==> src/rtl/clock_monitor_pkg.sv <==
// ============================================================================
// Module : clock_monitor_pkg
// Brief  : Shared FSM encodings, error-counter width and saturating helper.
// Rev    : 1.0
// ============================================================================
`default_nettype none

package clock_monitor_pkg;

    localparam logic [1:0] ST_IDLE    = 2'd0;
    localparam logic [1:0] ST_MEASURE = 2'd1;
    localparam logic [1:0] ST_STALL   = 2'd2;

    localparam int              ERR_W   = 8;
    localparam logic [ERR_W-1:0] ERR_MAX = '1;

    function automatic logic [ERR_W-1:0] err_inc(input logic [ERR_W-1:0] e);
        return (e == ERR_MAX) ? e : e + ERR_W'(1);
    endfunction

endpackage

`default_nettype wire

==> src/rtl/clock_monitor_edge_detect.sv <==
// ============================================================================
// Module : edge_detect
// Brief  : Rising-edge detector for a signal synchronous to clk_in.
// Rev    : 1.0
// ============================================================================
`default_nettype none

module edge_detect (
    input  logic clk_in,
    input  logic rst,
    input  logic sig_in,
    output logic rise
);

    logic sig_d;

    always_ff @(posedge clk_in or posedge rst) begin
        if (rst) begin
            sig_d <= 1'b0;
        end else begin
            sig_d <= sig_in;
        end
    end

    assign rise = sig_in & ~sig_d;

endmodule

`default_nettype wire

==> src/rtl/clock_monitor.sv <==
// ============================================================================
// Module : clock_monitor
// Brief  : Measures period/high time of a divided clock, checks against
//          expected values, reports lock, mismatch count and stall.
//          Define CLK_MON_DUTY_EN to measure and check the high time.
// Rev    : 1.0
// ============================================================================
`default_nettype none

module clock_monitor
    import clock_monitor_pkg::*;
#(
    parameter int CNT_W    = 8,
    parameter int LOCK_CNT = 4,
    parameter int TOL      = 0
) (
    input  logic             clk_in,
    input  logic             rst,
    input  logic             sig_in,
    input  logic [CNT_W-1:0] exp_period,
    input  logic [CNT_W-1:0] exp_high,
    output logic [CNT_W-1:0] period_out,
    output logic [CNT_W-1:0] high_out,
    output logic             meas_valid,
    output logic             locked,
    output logic             stall,
    output logic [ERR_W-1:0] err_cnt
);

    localparam int               MATCH_W  = $clog2(LOCK_CNT + 1);
    localparam logic [CNT_W-1:0] CNT_MAX  = '1;
    localparam logic [CNT_W-1:0] STALL_AT = {{(CNT_W-1){1'b1}}, 1'b0};
    localparam logic [CNT_W-1:0] TOL_V    = CNT_W'(TOL);
    localparam logic [MATCH_W-1:0] LOCK_V = MATCH_W'(LOCK_CNT);

    logic               rise;
    logic [1:0]         state;
    logic [CNT_W-1:0]   cnt;
    logic [CNT_W-1:0]   period_meas;
    logic [CNT_W-1:0]   period_diff;
    logic               period_ok;
    logic               duty_ok;
    logic               match;
    logic [MATCH_W-1:0] match_cnt;
    logic [MATCH_W-1:0] match_next;

    edge_detect u_edge_detect (
        .clk_in (clk_in),
        .rst    (rst),
        .sig_in (sig_in),
        .rise   (rise)
    );

    // Stall fires at STALL_AT, so cnt saturating here only matters in IDLE/STALL.
    always_ff @(posedge clk_in or posedge rst) begin
        if (rst) begin
            cnt <= '0;
        end else if (rise) begin
            cnt <= '0;
        end else if (cnt != CNT_MAX) begin
            cnt <= cnt + CNT_W'(1);
        end
    end

    assign period_meas = cnt + CNT_W'(1);
    assign period_diff = (period_meas >= exp_period) ? (period_meas - exp_period)
                                                     : (exp_period - period_meas);
    assign period_ok   = (period_diff <= TOL_V);

`ifdef CLK_MON_DUTY_EN
    logic [CNT_W-1:0] hcnt;
    logic [CNT_W-1:0] high_diff;

    always_ff @(posedge clk_in or posedge rst) begin
        if (rst) begin
            hcnt <= '0;
        end else if (rise) begin
            hcnt <= CNT_W'(1);
        end else if (sig_in && (hcnt != CNT_MAX)) begin
            hcnt <= hcnt + CNT_W'(1);
        end
    end

    always_ff @(posedge clk_in or posedge rst) begin
        if (rst) begin
            high_out <= '0;
        end else if ((state == ST_MEASURE) && rise) begin
            high_out <= hcnt;
        end
    end

    assign high_diff = (hcnt >= exp_high) ? (hcnt - exp_high) : (exp_high - hcnt);
    assign duty_ok   = (high_diff <= TOL_V);
`else
    logic unused_exp_high;

    assign unused_exp_high = ^exp_high;
    assign high_out        = '0;
    assign duty_ok         = 1'b1;
`endif

    assign match      = period_ok & duty_ok;
    assign match_next = (match_cnt == LOCK_V) ? match_cnt : match_cnt + MATCH_W'(1);

    always_ff @(posedge clk_in or posedge rst) begin
        if (rst) begin
            state      <= ST_IDLE;
            period_out <= '0;
            meas_valid <= 1'b0;
            locked     <= 1'b0;
            stall      <= 1'b0;
            err_cnt    <= '0;
            match_cnt  <= '0;
        end else begin
            meas_valid <= 1'b0;
            case (state)
                ST_IDLE: begin
                    if (rise) begin
                        state <= ST_MEASURE;
                    end
                end
                ST_MEASURE: begin
                    if (rise) begin
                        period_out <= period_meas;
                        meas_valid <= 1'b1;
                        if (match) begin
                            match_cnt <= match_next;
                            if (match_next == LOCK_V) begin
                                locked <= 1'b1;
                            end
                        end else begin
                            match_cnt <= '0;
                            locked    <= 1'b0;
                            err_cnt   <= err_inc(err_cnt);
                        end
                    end else if (cnt == STALL_AT) begin
                        state     <= ST_STALL;
                        stall     <= 1'b1;
                        locked    <= 1'b0;
                        match_cnt <= '0;
                        err_cnt   <= err_inc(err_cnt);
                    end
                end
                ST_STALL: begin
                    // The edge ending a stall only restarts timing; its period is meaningless.
                    if (rise) begin
                        state <= ST_MEASURE;
                        stall <= 1'b0;
                    end
                end
                default: begin
                    state <= ST_IDLE;
                end
            endcase
        end
    end

endmodule

`default_nettype wire

==> config.mk <==
export PLATFORM = sky130hd
export DESIGN_NAME = clock_monitor
export DESIGN_NICKNAME = d
export VERILOG_FILES = /design/src/rtl/clock_monitor_pkg.sv /design/src/rtl/clock_monitor_edge_detect.sv /design/src/rtl/clock_monitor.sv
export SDC_FILE = /design/constraint.sdc
export NUM_CORES = 1
export LEC_CHECK = 0
export BUFFER_PORTS_ARGS = -buffer_cell sky130_fd_sc_hd__clkbuf_2
export CAP_MARGIN = 10
export CORE_ASPECT_RATIO = 0.75
export CORE_MARGIN = 4
export CORE_UTILIZATION = 59
export DETAILED_ROUTE_END_ITERATION = 6
export PLACE_DENSITY = 0.84
export SYNTH_ARGS = -nofsm -noshare
export SYNTH_HDL_FRONTEND = slang
export SYNTH_SLANG_ARGS = --single-unit
==> constraint.sdc <==
create_clock -name clk_in -period 5.8 [get_ports clk_in]
set_input_delay 1.45 -clock clk_in [delete_from_list [all_inputs] [get_ports clk_in]]
set_output_delay 1.45 -clock clk_in [all_outputs]
set_load 0.01 [all_outputs]
* Word-level counts from Yosys, hierarchy flattened
Index checks and enable logic that the tools add are counted.
** Operators by class
- Reduce and logical (&&, ||, !) cells :: 11
- Eq/ne operators :: 13
- Bitwise operators :: 2
- Muxes and demuxes :: 25
- Divide/modulo/power cells :: 0
- Magnitude comparators :: 2
- Shift operators :: 0
- Multiply operators :: 0
- Add/subtract/negate cells :: 5
** Operators by type and width (count)
- $mux W8 :: 7
- $add A8 B1 Y8 const B :: 2
- $eq A8 B8 Y1 const B :: 2
- $sub A8 B8 Y8 :: 2
- $mux W3 :: 4
- $mux W1 :: 9
- $reduce_and A3 Y1 :: 3
- $ge A8 B8 Y1 :: 1
- $le A8 B1 Y1 const B :: 1
- $ne A2 B2 Y1 const B :: 4
- $ne A8 B8 Y1 const B :: 1
- $eq A3 B3 Y1 const B :: 2
- $mux W2 :: 3
- $reduce_bool A2 Y1 :: 3
- $pmux W2 S2 :: 1
- $reduce_and A2 Y1 :: 2
- $reduce_and A4 Y1 :: 1
- $add A3 B1 Y3 const B :: 1
- $ne A3 B2 Y1 const B :: 1
- $eq A2 B1 Y1 const B :: 1
- $eq A2 B2 Y1 const B :: 1
- $logic_not A2 Y1 :: 1
- $ne A2 B1 Y1 const B :: 1
- $pmux W1 S2 :: 1
- other kinds (3) :: 3
** Word-level totals
- Logic and storage cells :: 67
- Memories :: 0
- Bits in latches :: 0
- Bits of input ports :: 19
- Memory bits (read-only) :: 0
- Register bits :: 33
- Memory bits (writable) :: 0
- Output and inout bits :: 27

* Logic depth before layout (Yosys ltp)
- Word-level depth :: 6
- Depth in mapped cells :: 17
- Mapped depth without buffers :: 16

* Cells and area by module
A second synthesis with hierarchy kept.
** Unflattened totals
- Cells, all modules :: 249
- Area total of the unflattened synthesis :: 2219.6 um^2
** By module, submodules not included
- clock_monitor :: area an instance 2177.1 um^2, cells an instance 246, seq. area each 800.8 um^2, instances 1
- edge_detect :: area an instance 42.5 um^2, cells an instance 3, seq. area each 25.0 um^2, instances 1

* Least setup slack after synthesis
OpenSTA, ideal clock, no wires.
- Path type :: input to register
- Start point :: in exp_period[2]
- End point :: reg match_cnt[0]
- Setup time :: 0.090 ns
- Stages :: 13
- Data required time :: 5.710 ns
- Slack :: 1.811 ns
- Buffers on the path :: 1
- Arrival :: 3.898 ns
- Cell sequence :: inv_1 ha_1 a21oi_2 o21ai_1 a21o_1 a21o_1 a311o_1 a2111o_1 o211ai_2 o211ai_2 buf_6 a2111o_1 o221ai_1
** On the way
- Cells in the longest elaborated chain, start to end :: 5
- Elaborated cells on any way between the ends :: 7
- Classes of those cells :: 2 x add/sub; 2 x order compare; 3 x mux
** RTL lines
- from (decl) :: RTL line clock_monitor.sv:20 : input logic [CNT_W-1:0] exp_period,
- $sub A8 B8 Y8 (tied with other cells) :: RTL line clock_monitor.sv:67 : : (exp_period - period_meas);
- $mux W8 (*) :: RTL line clock_monitor.sv:66 : assign period_diff = (period_meas >= exp_period) ? (period_meas - exp_period)
- $le A8 B1 Y1 (*) :: RTL line clock_monitor.sv:68 : assign period_ok = (period_diff <= TOL_V);
- $mux W3 (*) :: RTL line clock_monitor.sv:126 : if (match) begin
- $mux W3 (*) :: RTL line clock_monitor.sv:123 : if (rise) begin
- to (signal assigned) :: RTL line clock_monitor.sv:127 : match_cnt <= match_next;
- to (decl) :: RTL line clock_monitor.sv:44 : logic [MATCH_W-1:0] match_cnt;
Mark *: on every way between the ends. The rest lies on a longest branch, timed or not.
A chain may end at the register's enable or synchronous reset.

* Worst setup path in the final report
- Start point :: reg cnt[0]
- End point :: reg err_cnt[2]
** On the way
- Cells in the longest elaborated chain, start to end :: 6
- Elaborated cells on any way between the ends :: 10
- Classes of those cells :: 3 x add/sub; 2 x order compare; 2 x eq/ne; 1 x mux; 2 x reduce/logical
** RTL lines
- from (decl) :: RTL line clock_monitor.sv:38 : logic [CNT_W-1:0] cnt;
- from (signal assigned) :: RTL line clock_monitor.sv:61 : cnt <= cnt + CNT_W'(1);
- $add A8 B1 Y8 (*) :: RTL line clock_monitor.sv:65 : assign period_meas = cnt + CNT_W'(1);
- via period_meas[6] :: RTL line clock_monitor.sv:39 : logic [CNT_W-1:0] period_meas;
- $sub A8 B8 Y8 (tied with other cells) :: RTL line clock_monitor.sv:67
- $mux W8 (*) :: RTL line clock_monitor.sv:66
- $le A8 B1 Y1 (*) :: RTL line clock_monitor.sv:68
- $ne A2 B2 Y1 (no line) (*)
- $reduce_and A3 Y1 (no line) (*)
- to (signal assigned) :: RTL line clock_monitor.sv:134 : err_cnt <= err_inc(err_cnt);
- to (signal assigned) :: RTL line clock_monitor.sv:141 : err_cnt <= err_inc(err_cnt);
- to (decl) :: RTL line clock_monitor.sv:27 : output logic [ERR_W-1:0] err_cnt
The timed path passes the listed nets; every way through them passes the cells marked *.

==> run_results.csv <==
group,metric,value,unit
timing,fin_crit,4.31,ns
placed_design,dp_hpwl,3330,um
clock_network,cts_sinks,33,
cells_and_area,antennaDiodeCount,0,
global_routing,use_met3,4.90,%
timing,finalCritPeriodShare,74.4,%
floorplanning,die_y,60.7,um
synth,ys.flop_type,"dfrtp_1",
synth,yosys.area.top_type,"dfrtp_1",
cells_and_area,n_fill_cell,284,
pwr,power_leakage,0.00126,uW
worst_hold_path,hold_end,"period_out[0]",
global_routing,met1_usage,29.3,%
critical_path,path_max_fanout,12,
clock_network,tritoncts,"done",
worst_hold_path,hold_path.class,"register to register",
placed_design,place_ws,1.37,ns
global_routing,antenna_found_initial,0,
clock_network,root_buffer,"clkbuf_8",
synth,synthCells,240,
pwr,share_seq_of_total_power,37.0,%
drt,drt_first_iter_violations,70,
cells_and_area,areaGrowthSynthToFinish,12.3,%
pwr,vdd_drop_max,0.000234,V
critical_path,r2r_start,"cnt[0]",
synth,ys_seq_elements,33,
pwr,clockPowerShare,26.1,%
synth,synth_seq_area_share,37.9,%
critical_path,critical_path.max_stage_delay,0.48,ns
floorplanning,start_util,63.7,%
worst_hold_path,hold_depth,2,
clock_network,path_clk_slew,0.07,ns
global_routing,grt_pass1_wl,7630,um
critical_path,r2r-end,"err_cnt[2]",
floorplanning,coreArea,3420,um2
pwr,internal_power,544,uW
synth,synth-edff-count,0,
pwr,power_frac_comb,36.9,%
drt,firstDrtPassIters,4,
critical_path,worstSetupPathType,"register to register",
clock_network,htreeDepth,2,
synth,syn_area_per_cell,9.09,um2
timing,tightest_slew,0.716,ns
drt,wl_per_cell,14.0,um
placed_design,dpl.cell_count,313,
timing,clock-skew-final,0.00645,ns
critical_path,crit_slowest_cell,"dfrtp_1",
synth,synthesis.area,2180,um2
timing,final_max_slew_viol_count,0,
clock_network,numCtsBuffers,5,
placed_design,place.gp.congestion,0.832,
global_routing,grt_overflow,0,
global_routing,track_usage,21.1,%
clock_network,hold_buffers,0,
clock_network,worst_skew_pair.late_latency,0.29,ns
synth,synth_area_leaders,"dfrtp_1 (38%), ha_1 (11%), inv_1 (4.6%)",
clock_network,ctsResizeCount,0,
cells_and_area,instances_no_fill,321,
global_routing,grt_start_max_net_pins,34,
synth,synth_commonest_cells,"dfrtp_1 (33), inv_1 (27), ha_1 (19), nand2_1 (19), a21oi_1 (15)",
outcome,status,"completed",
global_routing,grt_pass1_vias,1649,
clock_network,cts_setup_buffers,0,
cells_and_area,fin_nets,308,
timing,setup_violations,0,
critical_path,critPathArrivalTime,4.48,ns
placed_design,port-buffer-count,29,
floorplanning,io-pin-count,46,
pwr,power_density,351,nW/um2
critical_path,r2r_cells,15,
flow_run,drv_cap,0,
drt,postRouteAntennaNets,0,
critical_path,cp-start-kind,"register",
critical_path,crit_buf_inv,1,
synth,yosysMostFrequentCell,"dfrtp_1",
drt,drc,0,
cells_and_area,multi_input_area,1180,um2
global_routing,use_met2,32.1,%
pwr,power.share.switching,36.7,%
floorplanning,dieArea,4740,um2
timing,slew_headroom,52.2,%
synth,async_flop_share,100,%
floorplanning,die_w,78.2,um
global_routing,grt.busiest_layer,"met2",
cells_and_area,final_util,71.5,%
synth,ys_types,45,
timing,fin_ws,1.49,ns
critical_path,cp.depth,15,
worst_hold_path,min-delay-start,"period_out[0]",
critical_path,cp-end-kind,"register",
timing,hold_violations,0,
cells_and_area,final-seq-area,826,um2
cells_and_area,layout-drive-gt1-share,17.3,%
drt,vias_per_cell,5.48,
drt,drt_wl_total,4480,um
critical_path,ff2ff_setup_slack,1.49,ns
synth,synth_warnings,0,
timing,rsz0062_at_grt,"no",
floorplanning,rows,18,
clock_network,clockBufferDepth,2,
timing,max_freq,232,MHz
synth,yosys.area.top_type_share,37.9,%
critical_path,worstPathCellList,"ha_1, and3_1, nand3_1, xor2_1, inv_1, ha_1, nand2_1, o21ai_1, o221ai_2, a311o_1, a2111o_1, o211ai_2, o211ai_2, and3_1, mux2_1",
drt,vias,1760,
critical_path,cpLargestDelayFamily,"compound AO/OA/AOI/OAI gates",
critical_path,critPathRequiredTime,5.97,ns
pwr,switching_power,315,uW
timing,fin_setup_tns,0,ns
pwr,total_power,859,uW
routing by layer:
| metal | share of wire, % | routed length (um) |
|---|---|---|
| met1 | 49 | 2210 |
| met4 | 2.6 | 117 |
| met3 | 4.5 | 201 |
| met2 | 44 | 1960 |
| met5 | 0 | 0 |
cell type report:
| type | count | area share [%] |
|---|---|---|
| inverters | 29 | 4.45 |
| flip-flops and latches | 33 | 33.7 |
| well taps | 50 | 2.55 |
| clock inverters | 1 | 1.23 |
| clock buffers | 7 | 3.53 |
| multi-input cells | 171 | 48.3 |
| repair buffers | 30 | 6.23 |
power by group through the flow:
stage                     Sequential [uW]  Combinational (uW)  Clock, uW
after floorplan                       327                 223          0
after global placement                318                 306          0
after detailed placement              321                 315          0
after CTS                             317                 319        229
after global routing                  326                 354        239
final                                 318                 317        224
state kept, by name (all words and copies together), names as in the netlist:
register,cells
state,2
meas_valid,1
u_edge_detect.sig_d,1
cnt,8
match_cnt,3
err_cnt,8
stall,1
locked,1
period_out,8
worst max-delay path by stage:
stage / startpoint / end / slack, ns
floorplan: exp_period[2] / match_cnt[0] / 1.81
global placement: exp_period[2] / err_cnt[2] / 1.41
detailed placement: exp_period[2] / err_cnt[2] / 1.37
CTS: cnt[0] / err_cnt[2] / 1.50
global route: cnt[0] / err_cnt[2] / 1.14
finish: cnt[0] / err_cnt[2] / 1.49
worst reg2reg max path, delay by kind of cell (launching register included):
kind,cells,cell delay [ns]
and+or+nand+nor,4,0.78
adders and majority gates,2,0.59
DFF,1,0.48
muxes,1,0.30
AOI/OAI and AO/OA,6,1.65
xor gates and xnor gates,1,0.32
buffers and inverters,1,0.08
cells by family after synthesis:
logic type,count (synthesis),synth area share [%]
simple gates,67,16.4
xor+xnor,14,5.62
other cells,1,0.172
mux,6,2.87
flops,33,37.9
compound gates,57,17.0
fa+ha+maj,19,10.9
buf+inv,43,9.12
cells in the final DEF, fill, tap and decap left out, types with 2 or more instances in the layout:
cell type / instances
clkbuf_2: 29
nand3_1: 9
inv_2: 2
conb_1: 8
o211ai_2: 2
nor2b_1: 5
ha_1: 19
a21oi_1: 15
a2111o_1: 2
nand2b_1: 2
o21ai_0: 5
nor3_1: 2
o21ai_1: 13
dfrtp_1: 33
inv_1: 27
mux2_1: 2
clkbuf_8: 6
a31oi_1: 6
xor2_1: 4
nand2_1: 19
and3_1: 4
xnor2_1: 10
or3_1: 2
a21oi_2: 2
and4_1: 2
a21o_1: 4
nor2_1: 11
mux2i_1: 4
nand4_1: 4
nand3b_1: 2
per-stage QoR:
| step | cell area [um2] | hold slack, ns |
|---|---|---|
| after global routing | 2450 | 0.526 |
| after detailed placement | 2330 | 0.481 |
| after CTS | 2450 | 0.499 |
| final | 2450 | 0.493 |
| after global placement | 2330 | 0.469 |
| after floorplan | 2210 | 0.501 |
Power figures use the tool's default switching activity.
